==> config.mk <==
export PLATFORM = sky130hd
export DESIGN_NAME = ntt_batch_sequencer
export DESIGN_NICKNAME = d
export VERILOG_FILES = /design/src/rtl/ntt_batch_sequencer.sv
export SDC_FILE = /design/constraint.sdc
export NUM_CORES = 1
export LEC_CHECK = 0
export BUFFER_PORTS_ARGS = -buffer_cell sky130_fd_sc_hd__buf_2
export CAP_MARGIN = 20
export CORE_MARGIN = 2
export CORE_UTILIZATION = 33
export CTS_BUF_LIST = sky130_fd_sc_hd__clkbuf_16
export DETAILED_ROUTE_END_ITERATION = 16
export HOLD_SLACK_MARGIN = 0.06
export PLACE_DENSITY = 0.47
export SETUP_SLACK_MARGIN = 0.5
export SLEW_MARGIN = 20
export SYNTH_ARGS = -nofsm -noshare
export SYNTH_HDL_FRONTEND = slang
export SYNTH_SLANG_ARGS = --single-unit
==> constraint.sdc <==
create_clock -name clk -period 2.15 [get_ports clk]
set_input_delay 0 -clock clk [delete_from_list [all_inputs] [get_ports clk]]
set_output_delay 0 -clock clk [all_outputs]
set_load 0.03 [all_outputs]
==> src/rtl/ntt_batch_sequencer.sv <==
// Read/write address sequencer feeding a batch of polynomials through an NTT core.
// Reads stream {poly, pair} back to back; writes follow core_valid, optionally bit-reversed.
module ntt_batch_sequencer #(
    parameter int unsigned LOGN        = 12,
    parameter int unsigned LOGP        = 2,
    parameter int unsigned START_DELAY = 10
) (
    input  logic                     clk,
    input  logic                     rst,
    input  logic                     start,
    input  logic                     intt,
    input  logic [LOGP:0]            num_poly,
    input  logic                     bitrev_en,
    input  logic                     core_valid,
    output logic [LOGP+LOGN-2:0]     read_address,
    output logic                     read_en,
    output logic                     core_start,
    output logic                     core_intt,
    output logic [LOGP+LOGN-2:0]     write_address,
    output logic                     wea,
    output logic                     busy,
    output logic                     finish
);

    localparam int unsigned PW   = LOGN - 1;
    localparam int unsigned AW   = LOGP + LOGN - 1;
    localparam int unsigned NW   = LOGP + 1;
    localparam int unsigned MAXP = 1 << LOGP;
    localparam int unsigned DW   = (START_DELAY > 1) ? $clog2(START_DELAY) : 1;

    typedef enum logic [2:0] {IDLE, DELAY, RUN, DRAIN, DONE} state_t;

    state_t            state_q, state_d;
    logic [NW-1:0]     np_q, np_d, np_in, np_last;
    logic              bitrev_q, bitrev_d, intt_d;
    logic [DW-1:0]     dly_q, dly_d;
    logic [PW-1:0]     rd_pair_q, rd_pair_d, wr_pair_q, wr_pair_d;
    logic [LOGP-1:0]   rd_poly_q, rd_poly_d, wr_poly_q, wr_poly_d;
    logic              rd_done_q, rd_done_d, wr_done_q, wr_done_d;
    logic              rd_last, wr_last;
    logic              read_en_d, core_start_d, wea_d, busy_d, finish_d;
    logic [AW-1:0]     read_address_d, write_address_d;

    function automatic logic [PW-1:0] bit_reverse(input logic [PW-1:0] v);
        logic [PW-1:0] r;
        r = '0;
        for (int i = 0; i < int'(PW); i++) r[i] = v[int'(PW) - 1 - i];
        return r;
    endfunction

    assign np_in   = (num_poly > NW'(MAXP)) ? NW'(MAXP) : num_poly;
    assign np_last = np_q - NW'(1);
    assign rd_last = (rd_pair_q == '1) && ({1'b0, rd_poly_q} == np_last);
    assign wr_last = (wr_pair_q == '1) && ({1'b0, wr_poly_q} == np_last);

    // Next state, counters and next registered outputs
    always_comb begin
        state_d         = state_q;
        np_d            = np_q;
        bitrev_d        = bitrev_q;
        intt_d          = core_intt;
        dly_d           = dly_q;
        rd_pair_d       = rd_pair_q;
        rd_poly_d       = rd_poly_q;
        rd_done_d       = rd_done_q;
        wr_pair_d       = wr_pair_q;
        wr_poly_d       = wr_poly_q;
        wr_done_d       = wr_done_q;
        read_en_d       = 1'b0;
        core_start_d    = 1'b0;
        read_address_d  = read_address;
        wea_d           = 1'b0;
        write_address_d = write_address;

        case (state_q)
            IDLE: begin
                if (start) begin
                    np_d      = np_in;
                    bitrev_d  = bitrev_en;
                    intt_d    = intt;
                    dly_d     = '0;
                    rd_pair_d = '0;
                    rd_poly_d = '0;
                    rd_done_d = 1'b0;
                    wr_pair_d = '0;
                    wr_poly_d = '0;
                    wr_done_d = 1'b0;
                    state_d   = (np_in == '0) ? DONE : ((START_DELAY == 0) ? RUN : DELAY);
                end
            end
            DELAY: begin
                dly_d = dly_q + DW'(1);
                if (dly_q == DW'(START_DELAY - 1)) state_d = RUN;
            end
            RUN, DRAIN: begin
                if (state_q == RUN && !rd_done_q) begin
                    read_en_d      = 1'b1;
                    core_start_d   = (rd_pair_q == '0);
                    read_address_d = {rd_poly_q, rd_pair_q};
                    if (rd_last) begin
                        rd_done_d = 1'b1;
                    end else begin
                        rd_pair_d = rd_pair_q + PW'(1);
                        if (rd_pair_q == '1) rd_poly_d = rd_poly_q + LOGP'(1);
                    end
                end
                // Writes stop counting after the last pair so no address overruns the batch
                if (core_valid && !wr_done_q) begin
                    wea_d           = 1'b1;
                    write_address_d = {wr_poly_q, bitrev_q ? bit_reverse(wr_pair_q) : wr_pair_q};
                    if (wr_last) begin
                        wr_done_d = 1'b1;
                    end else begin
                        wr_pair_d = wr_pair_q + PW'(1);
                        if (wr_pair_q == '1) wr_poly_d = wr_poly_q + LOGP'(1);
                    end
                end
                if (state_q == RUN && rd_done_q) state_d = wr_done_q ? DONE : DRAIN;
                if (state_q == DRAIN && wr_done_q) state_d = DONE;
            end
            DONE:    state_d = IDLE;
            default: state_d = IDLE;
        endcase

        busy_d   = (state_d != IDLE);
        finish_d = (state_d == DONE);
    end

    // State, counters and output registers
    always_ff @(posedge clk) begin
        if (rst) begin
            state_q       <= IDLE;
            np_q          <= '0;
            bitrev_q      <= 1'b0;
            core_intt     <= 1'b0;
            dly_q         <= '0;
            rd_pair_q     <= '0;
            rd_poly_q     <= '0;
            rd_done_q     <= 1'b0;
            wr_pair_q     <= '0;
            wr_poly_q     <= '0;
            wr_done_q     <= 1'b0;
            read_en       <= 1'b0;
            core_start    <= 1'b0;
            read_address  <= '0;
            wea           <= 1'b0;
            write_address <= '0;
            busy          <= 1'b0;
            finish        <= 1'b0;
        end else begin
            state_q       <= state_d;
            np_q          <= np_d;
            bitrev_q      <= bitrev_d;
            core_intt     <= intt_d;
            dly_q         <= dly_d;
            rd_pair_q     <= rd_pair_d;
            rd_poly_q     <= rd_poly_d;
            rd_done_q     <= rd_done_d;
            wr_pair_q     <= wr_pair_d;
            wr_poly_q     <= wr_poly_d;
            wr_done_q     <= wr_done_d;
            read_en       <= read_en_d;
            core_start    <= core_start_d;
            read_address  <= read_address_d;
            wea           <= wea_d;
            write_address <= write_address_d;
            busy          <= busy_d;
            finish        <= finish_d;
        end
    end

endmodule

==> results.toml, run 1 <==
[floorplan]
rows = 37
die-area_um2 = 11100
ios = 41
core_um2 = 10100
die_x_um = 105
start_util_pct = 33.5
fp.dieH_um = 105

[hold_path]
hp-start = "intt"
hp-class = "in2reg"
worstHoldEndpoint = "core_intt"
hold_depth = 4

[grt]
grt_pass1_vias = 3028
grt_max_degree = 24
antenna_found_initial = 0
grt_pass1_wl_um = 15200
grt.overflow.total = 0
grt_usage_pct = 17.3

[run_status]
run_status = "complete, no violations"

[logic_synthesis]
synth-simple-area-share_pct = 26.4
synth_top_family_by_area = "simple AND/OR/NAND/NOR gates"
dominantRegCellSynth = "dfxtp_1"
yosys.area.top_type = "dfxtp_1"
netlist_area_um2 = 3400
ys_types = 54
syn_avg_cell_area_um2 = 8.35
yosys-top-cells-count = "dfxtp_1 (71), nand2_1 (62), a21oi_1 (41)"
async_flop_share_pct = 0
ys_top_cells_by_area = "dfxtp_1 (42%), nand2_1 (6.8%), a21oi_1 (6.0%), nor2_1 (4.2%), mux2i_1 (3.2%)"
synth.most_common_cell = "dfxtp_1"
yosysWarnings = 0
synth_compound_area_share_pct = 20.4
synth_mux_area_share_pct = 3.57
synth_seq_cells = 71
synth_edf_count = 0
synth-seq-area-share_pct = 41.8
syn-instance-count = 407
syn-num-nets = 422
synth-xor-area-share_pct = 1.55
yosys.area.top_type_share_pct = 41.8
synthAdderAreaFrac_pct = 2.21

[critical_path]
r2r-start = "wr_pair_q[0]"
r2r_end = "wr_pair_q[5]"
rrSetupSlack_ps = 310
crit_type = "reg2reg"
worstSetupEndpointType = "flop"
cp_max_fo = 6
crit_path_start = "wr_pair_q[0]"
cp.arrival_ps = 2070
timing.critical_path.required_ps = 2380
reg2regPathDepth = 6
critPathLaunchType = "flop"

[place]
port_buffers = 40
post-dp-hpwl_um = 6200
placed_cells_incl_taps = 584
post_dp_cell_area_um2 = 3970
place_congestion = 0.872

[cts]
cts_root_buffer = "clkbuf_16"
cts_tree = "built"
cts_buffers = 9
clk_pin_slew_ps = 60
clock_sink_count = 71
clk_path_buf_depth = 2
clock_latency_ps = 340
htreeDepth = 3

[timing]
finClkSkew_ps = 8.54
tightestPinTransition_ps = 582
setup_viol = 0
finalSetupTns_ps = 0
rsz0062_at_grt = "yes"
period_needed_ps = 1840
min_period_over_period_pct = 85.4
max_freq_mhz = 545
hold_violations = 0
maxSlewHeadroom_pct = 61.1
maxSlewViolCount = 0

[detailed_routing]
vias_per_cell = 5.14
vias = 3203
wirelength_um = 9230
wl_per_cell_um = 14.8
drtAntennaViolNets = 0
first_pass_iters = 4
drtIter0Drc = 108
drc_errors = 0

[power]
power_density_nw_per_um2 = 603
power_leakage_nw = 1.69
vdd_drop_max_mv = 0.244

[layout]
antennaDiodeCount = 0
design_area_um2 = 4700
fin_cells = 623
area.growth.synth_to_final_pct = 38.2
fin_nets = 498
drive_gt1_share_pct = 34.7
fillCellCount = 1040

[run]
maxCapViolations = 0
[stage by stage]
step | hold WS, ps | total power [mW] | util (%) | setup WS, ps
finish | 449 | 2.83 | 46.4 | 315
floorplan | 136 | 1.49 | - | 338
detailed placement | 258 | 1.54 | 39.2 | 226
global route | 469 | 2.97 | 46.4 | 254
CTS | 449 | 2.87 | 43.6 | 271
global placement | 241 | 1.54 | 39.2 | 265
[cells in the final DEF, fill, tap and decap left out, types with 3 or more instances in the layout]
cell type | Yosys | routed
nand2_1 | 62 | 60
dfxtp_1 | 71 | 59
buf_2 | 8 | 40
nor2_1 | 38 | 37
a21oi_1 | 41 | 35
buf_4 | 1 | 33
a211oi_1 | 14 | 12
o21ai_0 | 11 | 11
mux2i_1 | 11 | 11
nand3_1 | 13 | 10
buf_6 | 0 | 10
nor3_1 | 12 | 9
clkbuf_16 | 0 | 9
dlygate4sd3_1 | 0 | 8
inv_1 | 5 | 7
nand3b_1 | 6 | 6
a31oi_1 | 7 | 6
a21oi_2 | 1 | 6
a311oi_2 | 0 | 6
dfxtp_4 | 0 | 6
dfxtp_2 | 0 | 6
or3_1 | 7 | 5
nand2b_1 | 7 | 5
nor4_1 | 5 | 5
xnor2_1 | 5 | 4
and3_1 | 6 | 4
a22oi_1 | 3 | 3
a211oi_2 | 1 | 3
and2_1 | 3 | 3
nor3_2 | 0 | 3
nand3_2 | 1 | 3
nand2b_4 | 0 | 3
ha_1 | 6 | 3
[layout make-up]
| type | instances | area (um^2) | area share, % |
|---|---|---|---|
| clock inverters | 6 | 25.0 | 0.532 |
| inverters | 5 | 18.8 | 0.399 |
| well taps | 136 | 170 | 3.62 |
| multi-input cells | 305 | 2170 | 46.1 |
| flip-flops and latches | 71 | 1450 | 30.9 |
| repair buffers | 91 | 641 | 13.6 |
| clock buffers | 9 | 225 | 4.79 |
[registers in the layout, indices dropped and copies added (netlist names), 2 cells and up]
register and cells:
write_address 13, rd_poly_q 2, np_q 3, wr_poly_q 2
rd_pair_q 11, state_q 3, dly_q 4, wr_pair_q 11
read_address 13
[worst max-delay path: stages, from the launching register on]
cell and delay (ps):
dfxtp_4 380, ha_4 150, nand2_4 40, or4_4 520, o21ai_4 270, a211oi_1 130
o2bb2a_4 230
[kinds of logic after synthesis]
group                      after synthesis
muxes                                   12
adders and majority gates                6
xor gates and xnor gates                 6
AOI/OAI and AO/OA                      103
and+or+nand+nor                        176
DFF                                     71
buffers and inverters                   33
[worst max-delay path by stage]
stage	endpoint	slack (ps)	depth (start not counted)
after global placement	wr_pair_q[0]	260	6
final	wr_pair_q[5]	310	6
after floorplan	wr_pair_q[0]	340	6
after detailed placement	wr_pair_q[0]	230	6
after global routing	wr_pair_q[6]	250	9
after CTS	wr_pair_q[0]	270	7
[metal layers]
layer	global-route usage (%)	wire length, um
met1	21.6	4310
met2	28.7	4540
met3	4.58	263
met4	6.20	122
met5	0	0
[timing repair]
| action | CTS | global route |
|---|---|---|
| hold buffers | 8 | 0 |
| setup buffers | 6 | 8 |
| endpoints found under the hold margin | 11 | 0 |
| endpoints found under the setup margin | 29 | 39 |
| resized for setup | 21 | 44 |
| cloned | 1 | 1 |
| pin swaps | 11 | 24 |
[power breakdown]
group	switching, mW	leakage [nW]	internal, mW
clock	0.539	0.140	0.752
combinational	0.108	0.970	0.0909
sequential	0.0220	0.581	1.32
total	0.668	1.69	2.16
(Power assumes the default switching activity.)
==> run 2: changes to the inputs <==
--- a/config.mk
+++ b/config.mk
@@ -13,7 +13,7 @@
 export DETAILED_ROUTE_END_ITERATION = 16
 export HOLD_SLACK_MARGIN = 0.06
 export PLACE_DENSITY = 0.47
-export SETUP_SLACK_MARGIN = 0.5
+export SETUP_SLACK_MARGIN = 0.1
 export SLEW_MARGIN = 20
 export SYNTH_ARGS = -nofsm -noshare
 export SYNTH_HDL_FRONTEND = slang
==> run 2 against run 1 <==
  * Highest routed layer unchanged
  * Power fell by 0.22%
  * Maximum frequency decreased by 4.6%
  * Flip-flop and latch count stayed put
  * Largest cell class unchanged
  * Die area did not move
  * Combinational power decreased by 14%
  * Via count decreased by 2.6%
  * Register-to-register slack worse by 90 ps
  * Count of clock-buffer cells in the layout unchanged
  * Critical path depth is the same
  * Sequential share of layout area increased by 2.3 points
  * First-iteration DRC count increased by 50%
==> results.toml, run 2 (synthesis results as in run 1) <==
[run_status]
run_status = "complete, no violations"

[place]
port_buffers = 40
place_congestion = 0.821
post-dp-hpwl_um = 6120
dp_slack_ps = 117

[detailed_routing]
wl_per_cell_um = 14.7
vias = 3121
vias_per_cell = 5.13
first_pass_iters = 4
wirelength_um = 8960
drtIter0Drc = 162
drc_errors = 0
drtAntennaViolNets = 0

[run]
maxCapViolations = 0

[hold_path]
hold_depth = 2
hp-start = "read_address[2]"
worstHoldEndpoint = "read_address[2]"
hp-class = "reg2reg"

[critical_path]
reg2regPathDepth = 6
timing.critical_path.required_ps = 2410
cp.arrival_ps = 2180
r2r_end = "wr_pair_q[0]"
critPathLaunchType = "flop"
worstSetupEndpointType = "flop"
rrSetupSlack_ps = 230
crit_type = "reg2reg"
cp_max_fo = 6
r2r-start = "wr_pair_q[0]"

[cts]
cts_buffers = 9
clk_pin_slew_ps = 50
htreeDepth = 3
cts_tree = "built"
clock_latency_ps = 340
clk_path_buf_depth = 2
cts_root_buffer = "clkbuf_16"
clock_sink_count = 71

[layout]
reg_top3 = "read_address x13, write_address x13"
final_common_cell = "dfxtp_1"
area.growth.synth_to_final_pct = 26.2
drive_gt1_share_pct = 22.9
mostFrequentLayoutCells = "dfxtp_1 (69), nand2_1 (62), a21oi_1 (41), buf_2 (40), nor2_1 (38)"
fin_nets = 484
antennaDiodeCount = 0
post-route-util_pct = 42.3

[power]
power_leakage_nw = 1.52
vdd_drop_max_mv = 0.262
power_mw = 2.83
power_density_nw_per_um2 = 659

[timing]
hold_violations = 0
finalHoldWorstSlack_ps = 451
maxSlewHeadroom_pct = 61.3
finClkSkew_ps = 10.8
finalSetupTns_ps = 0
worst_slack_ps = 226
period_needed_ps = 1920
tightestPinTransition_ps = 580
setup_viol = 0
min_period_over_period_pct = 89.5
rsz0062_at_grt = "no"
maxSlewViolCount = 0
max_freq_mhz = 520

[grt]
grt_pass1_wl_um = 14900
grt_max_degree = 47
grt_usage_pct = 16.8
grt.overflow.total = 0
grt_pass1_vias = 2989
antenna_found_initial = 0

[floorplan]
die-area_um2 = 11100
ios = 41
die_x_um = 105
start_util_pct = 33.5
rows = 37
fp.dieH_um = 105
core_um2 = 10100
-- run 2: changes by cell type in the layout (fill, tap and decap cells not counted), moves of 5 or more --
cell,before,now
buf_6,10,0
dfxtp_4,6,0
a311oi_2,6,0
a21oi_1,35,41
a311oi_1,2,8
dfxtp_1,59,69
a21oi_2,6,1
-- run 2: how the worst max path moves through the flow --
stage / from / end / slack (ps) / cells after the start
floorplan: np_q[0] / wr_pair_q[0] / 200 / 7
global placement: wr_pair_q[0] / wr_pair_q[0] / 170 / 6
detailed placement: wr_pair_q[0] / wr_pair_q[0] / 120 / 6
CTS: wr_pair_q[0] / wr_pair_q[0] / 110 / 6
global route: rd_pair_q[0] / rd_poly_q[1] / 100 / 6
finish: wr_pair_q[0] / wr_pair_q[0] / 230 / 6
-- run 2: area by class of cell --
cell class | count | area, um^2
clock buffer | 9 | 225
timing repair buffer | 78 | 505
inverter | 5 | 18.8
sequential | 71 | 1420
clock inverter | 5 | 28.8
fill | 1039 | 5850
multi-input combinational | 304 | 1920
tap | 136 | 170
-- run 2: timing repair --
action | 4_1_cts | 5_1_grt
cloned | 0 | 1
buffers inserted | 1 | 3
pin swaps | 1 | 3
endpoints found under the setup margin | 1 | 20
hold buffers | 8 | 0
endpoints found under the hold margin | 10 | 0
resized for setup | 1 | 9
-- run 2: layer usage --
layer / share of wire (%) / track usage (%) / up-vias
met2: 51 / 29.6 / 40
met3: 3.1 / 4.27 / 13
met5: 0 / 0 / -
li1: - / - / 1585
met4: 1.5 / 5.73 / 0
met1: 45 / 19.9 / 1483
-- run 2: power breakdown --
part | internal [mW] | total [mW] | switching (mW)
Clock | 0.758 | 1.31 | 0.551
Combinational | 0.0728 | 0.171 | 0.0978
Sequential | 1.33 | 1.35 | 0.0200
-- run 2: stage by stage --
step                instance area [um^2]  instances
floorplan                           3400        407
global placement                    3860        581
detailed placement                  3860        581
CTS                                 4200        604
global route                        4290        608
finish                              4290        608
-- run 2: critical path, stage by stage, from the launching register on --
cell and delay (ps):
dfxtp_2 390, ha_4 170, nand2_1 90, or4_4 540
o21ai_4 230, mux2_1 340, nor2_1 90
